File: src/rtl/googletest_hdl_pkg.sv
// Shared types for the googletest HDL bench helpers.
package googletest_hdl_pkg;

  localparam int OBJCTL_STATE_W = 2;

  // End-of-test controller phases; the encoding is visible on the debug state port.
  typedef enum logic [1:0] {
    IDLE  = 2'd0,
    RUN   = 2'd1,
    DRAIN = 2'd2,
    DONE  = 2'd3
  } objctl_state_e;

endpackage

File: src/rtl/googletest_objection_counter.sv
// One requester's objection count: saturating up/down counter with sticky
// underflow/overflow flags. A flag raised in the same cycle as i_clr_err survives,
// so an error that coincides with the start of a run is still reported.
module googletest_objection_counter #(
  parameter int CNT_W = 8
) (
  input  logic             clk,
  input  logic             rst_n,
  input  logic             i_clr_err,
  input  logic             i_raise,
  input  logic             i_drop,
  output logic [CNT_W-1:0] o_cnt,
  output logic             o_underflow,
  output logic             o_overflow
);

  localparam logic [CNT_W-1:0] CNT_MAX = '1;

  logic [CNT_W-1:0] r_cnt;
  logic             r_underflow;
  logic             r_overflow;
  logic             w_inc;
  logic             w_dec;
  logic             w_set_ovf;
  logic             w_set_unf;

  // raise and drop together cancel out
  assign w_inc     = i_raise & ~i_drop;
  assign w_dec     = i_drop & ~i_raise;
  assign w_set_ovf = w_inc & (r_cnt == CNT_MAX);
  assign w_set_unf = w_dec & (r_cnt == '0);

  // Count update with saturation at both ends, plus sticky error flags
  always_ff @(posedge clk or negedge rst_n) begin
    if (!rst_n) begin
      r_cnt       <= '0;
      r_underflow <= 1'b0;
      r_overflow  <= 1'b0;
    end else begin
      if (w_inc && !w_set_ovf) begin
        r_cnt <= r_cnt + CNT_W'(1);
      end else if (w_dec && !w_set_unf) begin
        r_cnt <= r_cnt - CNT_W'(1);
      end
      r_underflow <= (r_underflow & ~i_clr_err) | w_set_unf;
      r_overflow  <= (r_overflow & ~i_clr_err) | w_set_ovf;
    end
  end

  assign o_cnt       = r_cnt;
  assign o_underflow = r_underflow;
  assign o_overflow  = r_overflow;

endmodule

File: src/rtl/googletest_objection_ctrl.sv
// End-of-test controller: collects raise/drop objections from bench agents,
// waits for a sustained quiet period (drain) and reports done, or timeout when
// the watchdog expires first.
// Interface semantics: start, raise and drop are single-cycle pulses sampled on
// the rising edge; there is no back-pressure. done/timeout are levels held in DONE.
module googletest_objection_ctrl
  import googletest_hdl_pkg::*;
#(
  parameter int NUM_REQ      = 4,
  parameter int CNT_W        = 8,
  parameter int DRAIN_CYCLES = 16,
  parameter int WDOG_W       = 32
) (
  input  logic                            clk,
  input  logic                            rst_n,
  input  logic                            start,
  input  logic [NUM_REQ-1:0]              raise,
  input  logic [NUM_REQ-1:0]              drop,
  input  logic [WDOG_W-1:0]               wdog_limit,
  output logic [CNT_W+$clog2(NUM_REQ):0]  total,
  output logic                            busy,
  output logic                            done,
  output logic                            timeout,
  output logic [NUM_REQ-1:0]              underflow_err,
  output logic [NUM_REQ-1:0]              overflow_err,
  output logic [OBJCTL_STATE_W-1:0]       state
);

  localparam int TOT_W   = CNT_W + $clog2(NUM_REQ) + 1;
  localparam int DRAIN_W = (DRAIN_CYCLES > 1) ? $clog2(DRAIN_CYCLES) : 1;
  localparam logic [DRAIN_W-1:0] DRAIN_LAST = DRAIN_W'(DRAIN_CYCLES - 1);

  objctl_state_e                 r_state;
  objctl_state_e                 w_state_nxt;
  logic [DRAIN_W-1:0]            r_drain_cnt;
  logic [WDOG_W-1:0]             r_wdog_cnt;
  logic                          r_timeout;
  logic [NUM_REQ-1:0][CNT_W-1:0] w_cnt;
  logic [NUM_REQ-1:0]            w_underflow;
  logic [NUM_REQ-1:0]            w_overflow;
  logic [TOT_W-1:0]              w_total;
  logic                          w_quiet;
  logic                          w_start_run;
  logic                          w_wdog_exp;
  logic                          w_drain_last;
  logic                          w_busy;
  logic                          w_done;

  // One counter per requester; error flags clear when a run is accepted
  for (genvar g = 0; g < NUM_REQ; g++) begin : g_req
    googletest_objection_counter #(
      .CNT_W(CNT_W)
    ) u_cnt (
      .clk         (clk),
      .rst_n       (rst_n),
      .i_clr_err   (w_start_run),
      .i_raise     (raise[g]),
      .i_drop      (drop[g]),
      .o_cnt       (w_cnt[g]),
      .o_underflow (w_underflow[g]),
      .o_overflow  (w_overflow[g])
    );
  end

  // Sum of all registered counts; widened so NUM_REQ saturated counters cannot wrap
  always_comb begin
    w_total = '0;
    for (int i = 0; i < NUM_REQ; i++) begin
      w_total = w_total + TOT_W'(w_cnt[i]);
    end
  end

  // A raise in the current cycle breaks quiet even before it reaches the counters
  assign w_quiet      = (w_total == '0) && (raise == '0);
  assign w_start_run  = start && ((r_state == IDLE) || (r_state == DONE));
  assign w_wdog_exp   = (wdog_limit != '0) && (r_wdog_cnt == wdog_limit - WDOG_W'(1));
  assign w_drain_last = (r_drain_cnt == DRAIN_LAST);

  // State register
  always_ff @(posedge clk or negedge rst_n) begin
    if (!rst_n) begin
      r_state <= IDLE;
    end else begin
      r_state <= w_state_nxt;
    end
  end

  // Next-state: watchdog expiry outranks drain completion
  always_comb begin
    w_state_nxt = r_state;
    case (r_state)
      IDLE, DONE: begin
        if (start) w_state_nxt = RUN;
      end
      RUN: begin
        if (w_wdog_exp)   w_state_nxt = DONE;
        else if (w_quiet) w_state_nxt = DRAIN;
      end
      DRAIN: begin
        if (w_wdog_exp)        w_state_nxt = DONE;
        else if (!w_quiet)     w_state_nxt = RUN;
        else if (w_drain_last) w_state_nxt = DONE;
      end
      default: w_state_nxt = IDLE;
    endcase
  end

  // Output decode from the current state
  always_comb begin
    w_busy = 1'b0;
    w_done = 1'b0;
    case (r_state)
      RUN, DRAIN: w_busy = 1'b1;
      DONE:       w_done = 1'b1;
      default:    ;
    endcase
  end

  // Watchdog, timeout flag and drain counter; drain restarts at 0 whenever RUN is left
  always_ff @(posedge clk or negedge rst_n) begin
    if (!rst_n) begin
      r_wdog_cnt  <= '0;
      r_timeout   <= 1'b0;
      r_drain_cnt <= '0;
    end else begin
      if (w_start_run) begin
        r_wdog_cnt <= '0;
        r_timeout  <= 1'b0;
      end else if (w_busy) begin
        r_wdog_cnt <= r_wdog_cnt + WDOG_W'(1);
        if (w_wdog_exp) r_timeout <= 1'b1;
      end
      if (r_state == RUN) begin
        r_drain_cnt <= '0;
      end else if ((r_state == DRAIN) && w_quiet) begin
        r_drain_cnt <= r_drain_cnt + DRAIN_W'(1);
      end
    end
  end

  assign total         = w_total;
  assign busy          = w_busy;
  assign done          = w_done;
  assign timeout       = r_timeout;
  assign underflow_err = w_underflow;
  assign overflow_err  = w_overflow;
  assign state         = r_state;

endmodule

File: config.mk
export PLATFORM = sky130hd
export DESIGN_NAME = googletest_objection_ctrl
export DESIGN_NICKNAME = d
export VERILOG_FILES = /design/src/rtl/googletest_hdl_pkg.sv /design/src/rtl/googletest_objection_counter.sv /design/src/rtl/googletest_objection_ctrl.sv
export SDC_FILE = /design/constraint.sdc
export NUM_CORES = 1
export LEC_CHECK = 0
export CAP_MARGIN = 20
export CORE_MARGIN = 2
export CORE_UTILIZATION = 55
export DETAILED_ROUTE_END_ITERATION = 8
export GPL_TIMING_DRIVEN = 0
export PLACE_DENSITY_LB_ADDON = 0.3
export SETUP_SLACK_MARGIN = 0.1
export SKIP_CTS_REPAIR_TIMING = 1
export SYNTH_ARGS = -nofsm -noshare
export SYNTH_HDL_FRONTEND = slang
export SYNTH_SLANG_ARGS = --single-unit
File: constraint.sdc
create_clock -name clk -period 5 [get_ports clk]
set_input_delay 0.5 -clock clk [delete_from_list [all_inputs] [get_ports clk]]
set_output_delay 0.5 -clock clk [all_outputs]
set_load 0.05 [all_outputs]
==> impl_metrics.csv <==
group,metric,value,unit
synth,yosysWarningCount,0,
detailed_routing,wire_per_inst,17.6,um
grt,grt_pass1_wl,28.2,mm
synth,ys_types,72,
hold_path,hp-class,"primary input to async pin",
timing,finClkSkew,0.00791,ns
detailed_routing,drt_iter0_markers,478,
detailed_routing,route.vias.total,5879,
worst_setup_path,crit_family,"compound AO/OA/AOI/OAI gates",
timing,slew_headroom,0.401,
timing,rsz0062_at_grt,"no",
synth,synth_edf_count,0,
place,place_hpwl,13.1,mm
grt,grt_max_degree,55,
layout,drive_gt1_frac,0.0606,
worst_setup_path,cp_num_buf_inv,3,
grt,grt_antenna_before_repair,0,
place,io_buffers,62,
floorplan,coreArea,11900,um^2
worst_setup_path,crit_slowest_cell,"fa_1",
floorplan,start_util,0.557,
detailed_routing,firstDrtPassIters,5,
synth,ys_ff_latch,79,
synth,synth-seq-area-share,0.298,
worst_setup_path,crit_chain,"inv_1 -> fa_1 -> inv_1 -> fa_1 -> ha_1 -> fa_1 -> a211o_1 -> a21o_1 -> a211o_1 -> a2111oi_0 -> nor4b_4 -> buf_12 -> mux2i_1 -> a311o_2 -> o211ai_2",
worst_setup_path,cp-end-kind,"flop",
grt,grt_util_all_layers,0.273,
grt,grt_pass1_vias,5917,
worst_setup_path,crit_fanout,6,
worst_setup_path,crit_path_frequent_cell,"fa_1",
clock_network,cts_buffer_depth,2,
clock_network,numClockSinks,79,
synth,synthesis.nets,849,
timing,hold_violations,0,
synth,synth_area,6630,um^2
clock_network,cts_inserted_buffers,9,
synth,synthFlopType,"dfrtp_1",
detailed_routing,final_antenna_net_count,0,
detailed_routing,routed_wl,17.1,mm
grt,overflow,0,
timing,finalSetupTns,0,ns
timing,period_minus_slack,4.64,ns
layout,final_common_cell,"dfrtp_1",
outcome,status,"complete, no violations",
detailed_routing,drc_errors,0,
place,place_congestion,0.928,
timing,worst_pin_slew,0.891,ns
detailed_routing,post_drt_via_cell_ratio,6.05,
floorplan,die_y,114,um
floorplan,rows,40,
synth,ys_async_sr_fraction,1.00,
worst_setup_path,arrival,4.91,ns
clock_network,clk_pin_slew_worst_paths,0.06,ns
flow_run,drv_cap,0,
layout,antennaDiodeCount,0,
layout,num-fill-cells,979,
clock_network,cts_tree,"built",
synth,synth_area_per_cell,8.89,um^2
floorplan,boundaryPins,67,
layout,syn_to_final_growth,16.9,%
worst_setup_path,rrSetupSlack,0.36,ns
clock_network,insertion_delay,0.34,ns
layout,fin_nets,924,
worst_setup_path,critPathLaunchType,"flop",
clock_network,cts_max_level,3,
synth,synthCells,746,
worst_setup_path,path_class,"flop to flop",
timing,layout_worst_path_cycle_share,0.928,
worst_setup_path,r2r_start,"g_req[1].u_cnt.o_cnt[1]",
worst_setup_path,slowest_delay,0.52,ns
timing,timing.final.max_slew_violations,0,
clock_network,root_buffer,"clkbuf_16",
worst_setup_path,r2r_cells,15,
timing,fmax,216,MHz
worst_setup_path,r2r-end,"state[1]",
floorplan,die_width,114,um
floorplan,die_area,13000,um^2
timing,finalSetupViolCount,0,
layout,final_cell_mix,"dfrtp_1 (79), inv_1 (61), nand2_1 (60)",
worst_setup_path,required,5.27,ns
cell usage after synthesis, types with 4 or more instances:
cell type,instances,share of area
dfrtp_1,79,0.30
inv_1,61,0.035
nand2_1,60,0.034
xnor2_1,47,0.062
o21ai_0,46,0.035
nor2_1,43,0.024
ha_1,40,0.075
a21oi_1,32,0.024
nand3_1,31,0.023
xor2_1,31,0.041
nand4_1,21,0.020
fa_1,20,0.060
mux2i_1,18,0.027
nor3_1,16,0.012
nor4_1,16,0.015
o21bai_1,15,0.017
clkbuf_1,14,0.0079
nand2b_1,14,0.013
o211ai_1,12,0.014
buf_4,10,0.011
and3_1,8,0.0075
a21o_1,7,0.0079
o31ai_1,7,0.0079
a31oi_1,6,0.0057
a211oi_1,5,0.0057
a32o_1,5,0.0075
or4_1,5,0.0057
and2_1,4,0.0038
nor2b_1,4,0.0038
nor4b_1,4,0.0053
or3_1,4,0.0038
routing by layer:
metal	wire length (um)	part of all wire	global-route usage	vias to the layer above
met3	923	0.054	0.0558	43
met2	8350	0.49	0.463	178
met1	7200	0.42	0.334	2820
met5	0	0	0	-
met4	666	0.039	0.134	0
li1	-	-	-	2838
through the flow:
step,worst slack [ns],cells,hold slack (ns),util,instance area [um^2]
floorplan,0.696,746,0.204,-,6630
global placement,0.135,955,0.470,0.624,7440
detailed placement,0.143,956,0.444,0.626,7460
CTS,0.0989,971,0.0743,0.649,7730
global route,0.167,972,0.0900,0.651,7750
finish,0.360,972,0.0717,0.651,7750
worst register-to-register path, cell delays in order (launching register included):
cell       delay (ns)
dfrtp_1          0.45
inv_1            0.15
fa_1             0.52
inv_1            0.06
fa_1             0.46
ha_1             0.24
fa_1             0.43
a211o_1          0.35
a21o_1           0.17
a211o_1          0.30
a2111oi_0        0.42
nor4b_4          0.33
buf_12           0.17
mux2i_1          0.08
a311o_2          0.38
o211ai_2         0.06
state kept, by name (all words and copies together), names as in the netlist:
name                     cells
g_req.u_cnt.o_cnt           32
r_wdog_cnt                  32
g_req.u_cnt.o_overflow       4
g_req.u_cnt.o_underflow      4
r_drain_cnt                  4
state                        2
timeout                      1
kinds of logic after synthesis:
logic type / count (synthesis) / share of synthesized area
AND/OR/NAND/NOR: 256 / 0.213
AO/OA/AOI/OAI: 163 / 0.162
buffers and inverters: 90 / 0.0581
flip-flops: 79 / 0.298
XOR/XNOR: 78 / 0.103
adder cells (fa/ha/maj): 60 / 0.136
multiplexers: 19 / 0.0289
other: 1 / 0.000565
worst max-delay path by stage:
stage,cells past startpoint,from,endpoint
4_1_cts,14,g_req[1].u_cnt.o_cnt[1],state[1]
2_1_floorplan,13,g_req[0].u_cnt.o_cnt[1],state[1]
3_3_place_gp,14,g_req[0].u_cnt.o_cnt[1],state[1]
3_5_place_dp,14,g_req[1].u_cnt.o_cnt[1],state[1]
5_1_grt,10,g_req[0].u_cnt.o_cnt[2],total[8]
6_report,15,g_req[1].u_cnt.o_cnt[1],state[1]
area by class of cell:
| cell class | count | area, um^2 | share of cell area |
|---|---|---|---|
| timing repair buffer | 64 | 671 | 0.0865 |
| inverter | 62 | 233 | 0.0300 |
| sequential | 79 | 1980 | 0.255 |
| buffer | 28 | 153 | 0.0197 |
| tap | 147 | 184 | 0.0237 |
| clock inverter | 4 | 22.5 | 0.00291 |
| clock buffer | 11 | 243 | 0.0313 |
| multi-input combinational | 577 | 4270 | 0.551 |
Power is not shown: default switching activity piles up to over one toggle a cycle in this logic, so the estimate is an artifact.
